===== src/rtl/dmem_arbiter_pkg.sv =====
// Shared encodings for the data-memory arbiter: access sizes, FSM states,
// port ids and the latched command record.
package dmem_arbiter_pkg;

    localparam logic [1:0] SZ_B = 2'b00;
    localparam logic [1:0] SZ_H = 2'b01;
    localparam logic [1:0] SZ_W = 2'b10;

    localparam logic P_CPU = 1'b0;
    localparam logic P_LDR = 1'b1;

    typedef enum logic [1:0] {
        S_IDLE  = 2'b00,
        S_ISSUE = 2'b01,
        S_RESP  = 2'b10
    } state_t;

    // Everything about an accepted request except its address, whose width is a parameter.
    typedef struct packed {
        logic        id;
        logic        we;
        logic [1:0]  size;
        logic        uns;
        logic [31:0] wdata;
    } cmd_t;

    function automatic logic is_misaligned(input logic [1:0] size, input logic [1:0] addr_lo);
        case (size)
            SZ_B:    return 1'b0;
            SZ_H:    return addr_lo[0];
            SZ_W:    return addr_lo != 2'b00;
            default: return 1'b1;
        endcase
    endfunction

endpackage


===== src/rtl/dmem_lane_align.sv =====
// Byte-lane steering between sized byte-addressed accesses and 32-bit memory words.
// Purely combinational: store mask/data, load extraction/extension, alignment error.
module dmem_lane_align
    import dmem_arbiter_pkg::*;
(
    input  logic [1:0]  size,
    input  logic [1:0]  addr_lo,
    input  logic        uns,
    input  logic [31:0] wdata,
    input  logic [31:0] r_data,
    output logic [3:0]  we_mask,
    output logic [31:0] w_data,
    output logic [31:0] rdata,
    output logic        err
);

    logic [31:0] shifted;

    assign err     = is_misaligned(size, addr_lo);
    assign shifted = r_data >> {addr_lo, 3'b000};

    // NOTE: every output of a combinational block gets a default first, so no path leaves it unassigned and infers a latch.
    always_comb begin
        we_mask = 4'b0000;
        w_data  = wdata;
        case (size)
            SZ_B: begin
                we_mask = 4'b0001 << addr_lo;
                w_data  = {4{wdata[7:0]}};
            end
            SZ_H: begin
                we_mask = addr_lo[1] ? 4'b1100 : 4'b0011;
                w_data  = {2{wdata[15:0]}};
            end
            SZ_W: we_mask = 4'b1111;
            default: ;
        endcase
    end

    always_comb begin
        rdata = 32'h0;
        case (size)
            SZ_B:    rdata = uns ? {24'h0, shifted[7:0]}  : {{24{shifted[7]}}, shifted[7:0]};
            SZ_H:    rdata = uns ? {16'h0, shifted[15:0]} : {{16{shifted[15]}}, shifted[15:0]};
            SZ_W:    rdata = r_data;
            default: ;
        endcase
    end

endmodule


===== src/rtl/dmem_arbiter.sv =====
// Two-port arbiter and IDLE/ISSUE/RESP sequencer in front of a 32-bit data memory
// with a registered one-cycle read; one access completes every three cycles.
module dmem_arbiter
    import dmem_arbiter_pkg::*;
#(
    parameter int ADDR_W = 17,
    parameter bit RR_EN  = 1'b1
) (
    input  logic                   clk,
    input  logic                   rst,
    input  logic [1:0]             req_valid,
    output logic [1:0]             req_ready,
    input  logic [1:0]             req_we,
    input  logic [1:0][1:0]        req_size,
    input  logic [1:0]             req_unsigned,
    input  logic [1:0][ADDR_W-1:0] req_addr,
    input  logic [1:0][31:0]       req_wdata,
    output logic [1:0]             rsp_valid,
    output logic [31:0]            rsp_rdata,
    output logic                   rsp_err,
    output logic [3:0]             mem_we,
    output logic [ADDR_W-3:0]      mem_r_addr,
    output logic [ADDR_W-3:0]      mem_w_addr,
    output logic [31:0]            mem_w_data,
    input  logic [31:0]            mem_r_data
);

    state_t              state;
    logic                rr_ptr;
    cmd_t                cmd;
    logic [ADDR_W-1:0]   cmd_addr;

    logic                gnt_any;
    logic                gnt_id;
    logic [3:0]          we_mask;
    logic [31:0]         w_data;
    logic [31:0]         ld_data;
    logic                err;

    always_comb begin
        gnt_any = |req_valid;
        case (req_valid)
            2'b10:   gnt_id = P_LDR;
            2'b11:   gnt_id = RR_EN ? rr_ptr : P_CPU;
            default: gnt_id = P_CPU;
        endcase
    end

    // Ready is combinational, so it must be masked by rst to keep every output low in reset.
    assign req_ready = (state == S_IDLE && !rst && gnt_any) ? (2'b01 << gnt_id) : 2'b00;

    // NOTE: state registers use non-blocking assignments so every flop samples pre-edge values.
    always_ff @(posedge clk or posedge rst) begin
        if (rst) begin
            state     <= S_IDLE;
            rr_ptr    <= P_CPU;
            cmd       <= '0;
            cmd_addr  <= '0;
            rsp_valid <= 2'b00;
            rsp_err   <= 1'b0;
        end else begin
            case (state)
                S_IDLE: begin
                    rsp_valid <= 2'b00;
                    rsp_err   <= 1'b0;
                    if (gnt_any) begin
                        cmd.id    <= gnt_id;
                        cmd.we    <= req_we[gnt_id];
                        cmd.size  <= req_size[gnt_id];
                        cmd.uns   <= req_unsigned[gnt_id];
                        cmd.wdata <= req_wdata[gnt_id];
                        cmd_addr  <= req_addr[gnt_id];
                        rr_ptr    <= ~gnt_id;
                        state     <= S_ISSUE;
                    end
                end
                S_ISSUE: begin
                    rsp_valid <= 2'b01 << cmd.id;
                    rsp_err   <= err;
                    state     <= S_RESP;
                end
                default: begin
                    rsp_valid <= 2'b00;
                    rsp_err   <= 1'b0;
                    state     <= S_IDLE;
                end
            endcase
        end
    end

    dmem_lane_align u_align (
        .size    (cmd.size),
        .addr_lo (cmd_addr[1:0]),
        .uns     (cmd.uns),
        .wdata   (cmd.wdata),
        .r_data  (mem_r_data),
        .we_mask (we_mask),
        .w_data  (w_data),
        .rdata   (ld_data),
        .err     (err)
    );

    // Address and data come straight from the command register, so they hold until the next accept.
    assign mem_r_addr = cmd_addr[ADDR_W-1:2];
    assign mem_w_addr = cmd_addr[ADDR_W-1:2];
    assign mem_w_data = w_data;
    assign mem_we     = (state == S_ISSUE && cmd.we && !err) ? we_mask : 4'b0000;

    // Read data only exists during RESP, so the load result is steered combinationally.
    assign rsp_rdata  = (|rsp_valid && !cmd.we && !rsp_err) ? ld_data : 32'h0;

endmodule


===== config.mk =====
export PLATFORM = sky130hd
export DESIGN_NAME = dmem_arbiter
export DESIGN_NICKNAME = d
export VERILOG_FILES = /design/src/rtl/dmem_arbiter_pkg.sv /design/src/rtl/dmem_lane_align.sv /design/src/rtl/dmem_arbiter.sv
export SDC_FILE = /design/constraint.sdc
export NUM_CORES = 1
export LEC_CHECK = 0
export CORE_MARGIN = 2
export CORE_UTILIZATION = 34
export CTS_CLUSTER_DIAMETER = 40
export DETAILED_ROUTE_END_ITERATION = 10
export GPL_ROUTABILITY_DRIVEN = 0
export GPL_TIMING_DRIVEN = 0
export PLACE_DENSITY = 0.78
export SETUP_SLACK_MARGIN = 0.1
export SLEW_MARGIN = 20
export SYNTH_ARGS = -nofsm -noshare
export SYNTH_HDL_FRONTEND = slang
export SYNTH_SLANG_ARGS = --single-unit

===== constraint.sdc =====
create_clock -name clk -period 2.05 [get_ports clk]
set_clock_uncertainty 0.2 [all_clocks]
set_input_delay 0.205 -clock clk [delete_from_list [all_inputs] [get_ports clk]]
set_output_delay 0.205 -clock clk [all_outputs]
set_load 0.1 [all_outputs]

==> impl_summary.txt <==
----------------------------------------------------
[Yosys]
  Simple-Gate Fraction of Synth Area ... 0.08438
  Dominant cell type by area after synthesis ... sky130_fd_sc_hd__dfrtp_1
  Share of cell area taken by muxes after synthesis ... 0.09375
  Avg Cell Area, Syn ... 9.225 um^2
  Most frequent cells after synthesis ... 60 x sky130_fd_sc_hd__dfrtp_1, 58 x sky130_fd_sc_hd__inv_1, 53 x sky130_fd_sc_hd__a222oi_1
  Share of the synthesized area in the top cell type ... 0.3750
  Largest family of logic cells by synthesized area ... compound AO/OA/AOI/OAI gates
  Largest cells by area after synthesis ... sky130_fd_sc_hd__dfrtp_1 38%, sky130_fd_sc_hd__a222oi_1 13%, sky130_fd_sc_hd__buf_4 7.5%
  Number of instances in the synthesized netlist ... 434
  Post-Synthesis Cell Area ... 0.004004 mm^2
  Compound-Gate Fraction of Synth Area ... 0.2747
  Sequential fraction of the synthesis area ... 0.3750
  Yosys warning total ... 0
  Share of flip-flops with an asynchronous set or reset after synthesis ... 1.000
  Top_reg_cell synth ... sky130_fd_sc_hd__dfrtp_1
  Synthesized net count ... 576
  Top-count cell post-synth ... sky130_fd_sc_hd__dfrtp_1
  Xor and xnor area share after synthesis ... 0.002187
  Number of storage elements in the synthesis netlist ... 60
  Unique masters post-synth ... 37
  Number of enable-type register cells in the synthesized netlist ... 0
  Post-Synth Adder-Cell Area ... 0

[STA]
  Final Cycle Share ... 1.250
  # setup viols final ... 69
  Final worst path period need ... 2.563 ns
  Setup repair after global routing missed its margin ... yes
  Max-slew violation total from the final report ... 0
  Hold Fails Final Rpt ... 0
  Transition time of the tightest slew-check pin ... 0.5677 ns
  Headroom to the max-slew limit ... 0.6233
  Setup slack after layout ... -0.5131 ns
  Highest clock frequency the design can meet ... 390.1 MHz

[CTS]
  Buffer cell driving the clock tree root ... sky130_fd_sc_hd__clkbuf_16
  Clk pin slew, worst setup/hold paths ... 0.05 ns
  Sinks on the clock net ... 60
  CTS tree ... yes
  Maximum clock insertion buffer count ... 2
  Clock latency on the worst-skew pair ... 0.34 ns
  Level count of the clock H-tree ... 3
  TritonCTS buffer count ... 9

[Global route]
  First-pass GRT wire length ... 28.43 mm
  Overall track demand over capacity in global routing ... 0.2899
  Overall overflow remaining after global route ... 0
  Vias in the first global route ... 5,230
  Initial antenna violation count ... 0
  Pin count of the biggest net entering global routing ... 26

[Floorplanning]
  Total core area ... 0.01147 mm^2
  # rows ... 39
  DIE HEIGHT ... 112.5 um
  Die ar. ... 0.01266 mm^2
  Starting density of the core ... 0.3492
  Top Ports ... 245
  Die boundary width ... 112.5 um

[Status]
  Violated checks ... negative setup slack
  Status ... finished with violations

[Placed design]
  Hpwl dp ... 12.85 mm
  Setup Slack @ Placement ... -1.305 ns
  Total placed instance area ... 0.007211 mm^2
  Number of port buffers ... 244

[Detailed routing]
  First DRT Iteration DRCs ... 593
  Final WL ... 22.01 mm
  Routed length per placed instance ... 24.65 um
  Post-detailed-route via-to-cell ratio ... 5.857
  Residual DRC count ... 0
  ANT nets after route ... 0
  Drt first pass iters ... 9
  Via Count ... 5,230

[Critical path]
  Register-to-Register Setup Slack ... -0.13 ns
  Startpoint kind of the worst setup timing path ... flip-flop
  Category of the critical setup timing path ... flip-flop to primary output
  Maximum fanout encountered on the critical timing path ... 6
  Element type at the critical path end ... primary output
  CP Data Arrival Time ... 2.16 ns
  Required time at the worst-slack endpoint ... 1.64 ns

[Layout]
  Utilization after layout ... 0.8332
  Final design area excluding fillers ... 0.009554 mm^2
  Number of nets in the final layout ... 887
  Relative area change from synthesis to final layout ... 138.6%
  Share of final-layout standard cells stronger than drive strength 1 ... 0.5240
  ANT cells ... 0

[Job]
  Maxcap violations ... 0

[Hold path]
  Type of the tightest min-delay check ... input port to asynchronous set/reset pin

----------------------------------------------------
-- path summary, 6_finish.rpt --
kind,start,endpoint,cells past startpoint
setup / recovery,cmd_addr[1],rsp_rdata[27],8
hold / removal,rst,cmd[3],3
setup reg to reg,rr_ptr,cmd[30],9
hold reg to reg,cmd[36],rsp_valid[0],1
max in group asynchronous,rst,rsp_valid[1],4
min in group clk,cmd[36],rsp_valid[0],1
-- placed cells by master (no fill, tap or decap), types with 3 or more instances in the layout --
cell type | Yosys | routed
sky130_fd_sc_hd__nor3_4 | 0 | 3
sky130_fd_sc_hd__a21oi_1 | 18 | 3
sky130_fd_sc_hd__buf_6 | 2 | 22
sky130_fd_sc_hd__a22o_1 | 7 | 7
sky130_fd_sc_hd__inv_1 | 58 | 57
sky130_fd_sc_hd__buf_4 | 40 | 64
sky130_fd_sc_hd__clkdlybuf4s15_2 | 0 | 36
sky130_fd_sc_hd__clkbuf_16 | 0 | 17
sky130_fd_sc_hd__mux2_2 | 24 | 6
sky130_fd_sc_hd__dfrtp_1 | 60 | 56
sky130_fd_sc_hd__nor2_4 | 0 | 3
sky130_fd_sc_hd__nand2_2 | 0 | 6
sky130_fd_sc_hd__clkdlybuf4s50_1 | 0 | 141
sky130_fd_sc_hd__buf_8 | 0 | 14
sky130_fd_sc_hd__nor2b_4 | 0 | 3
sky130_fd_sc_hd__nand2_4 | 0 | 10
sky130_fd_sc_hd__nor2b_1 | 8 | 5
sky130_fd_sc_hd__buf_2 | 7 | 10
sky130_fd_sc_hd__dfrtp_4 | 0 | 3
sky130_fd_sc_hd__o21ai_4 | 0 | 10
sky130_fd_sc_hd__buf_12 | 0 | 74
sky130_fd_sc_hd__clkbuf_8 | 0 | 7
sky130_fd_sc_hd__mux2i_4 | 0 | 6
sky130_fd_sc_hd__mux2_4 | 1 | 19
sky130_fd_sc_hd__nand2_1 | 34 | 18
sky130_fd_sc_hd__a222oi_1 | 53 | 53
sky130_fd_sc_hd__a21oi_4 | 0 | 32
sky130_fd_sc_hd__a22oi_2 | 0 | 14
sky130_fd_sc_hd__or2_4 | 0 | 8
-- sequential cells by signal, indices dropped and copies added (netlist names) --
signal,count
state,2
rsp_err,1
cmd,37
rsp_valid,2
cmd_addr,17
rr_ptr,1
-- area by class of cell --
type / instances / area, um^2
repair buffers: 300 / 3781
clock buffers: 13 / 270.3
flip-flops and latches: 60 / 1514
clock inverters: 3 / 67.56
plain buffers: 77 / 805.8
fillers: 544 / 1913
inverters: 58 / 221.5
multi-input cells: 239 / 2715
well taps: 143 / 178.9
-- cell families (layout without fill, tap and decap cells) --
kind of cell,count (synthesis),in the layout
AO/OA/AOI/OAI,134,134
XOR/XNOR,1,1
buffers and inverters,135,451
flip-flops,60,60
multiplexers,34,34
AND/OR/NAND/NOR,70,70
-- critical path: stages (launching register included) --
cell	delay, ns
sky130_fd_sc_hd__dfrtp_1	0.39
sky130_fd_sc_hd__buf_6	0.13
sky130_fd_sc_hd__nor2b_1	0.10
sky130_fd_sc_hd__buf_4	0.12
sky130_fd_sc_hd__a32oi_2	0.09
sky130_fd_sc_hd__a211o_4	0.44
sky130_fd_sc_hd__buf_16	0.18
sky130_fd_sc_hd__a21oi_4	0.17
sky130_fd_sc_hd__buf_12	0.20
-- metal layers --
layer | vias up | GRT usage | part of all wire
met1 | 2559 | 0.3084 | 0.33
met3 | 91 | 0.07775 | 0.091
met5 | - | 0 | 0
met4 | 0 | 0.1472 | 0.053
met2 | 396 | 0.5261 | 0.53
li1 | 2184 | - | -
-- what timing repair did --
item	in CTS	in global routing
gates cloned	2	8
setup endpoints to repair	147	111
gates resized for setup	777	140
hold buffers	0	0
pin swaps	18	43
buffers inserted	22	25
-- per-stage QoR --
| step | std cells | hold WS, ns | setup TNS [ns] |
|---|---|---|---|
| 6_report | 893 | 0.1262 | -18.72 |
| 5_1_grt | 893 | 0.1429 | -22.39 |
| 4_1_cts | 863 | 0.05809 | -15.30 |
| 3_5_place_dp | 823 | 0.2433 | -74.02 |
| 3_3_place_gp | 821 | 0.2338 | -71.69 |
| 2_1_floorplan | 434 | 0.1193 | -9.607 |
Power is left out: the tool's default activity adds up to more than one toggle a clock period on the data nets, which glitch-free logic cannot reach.
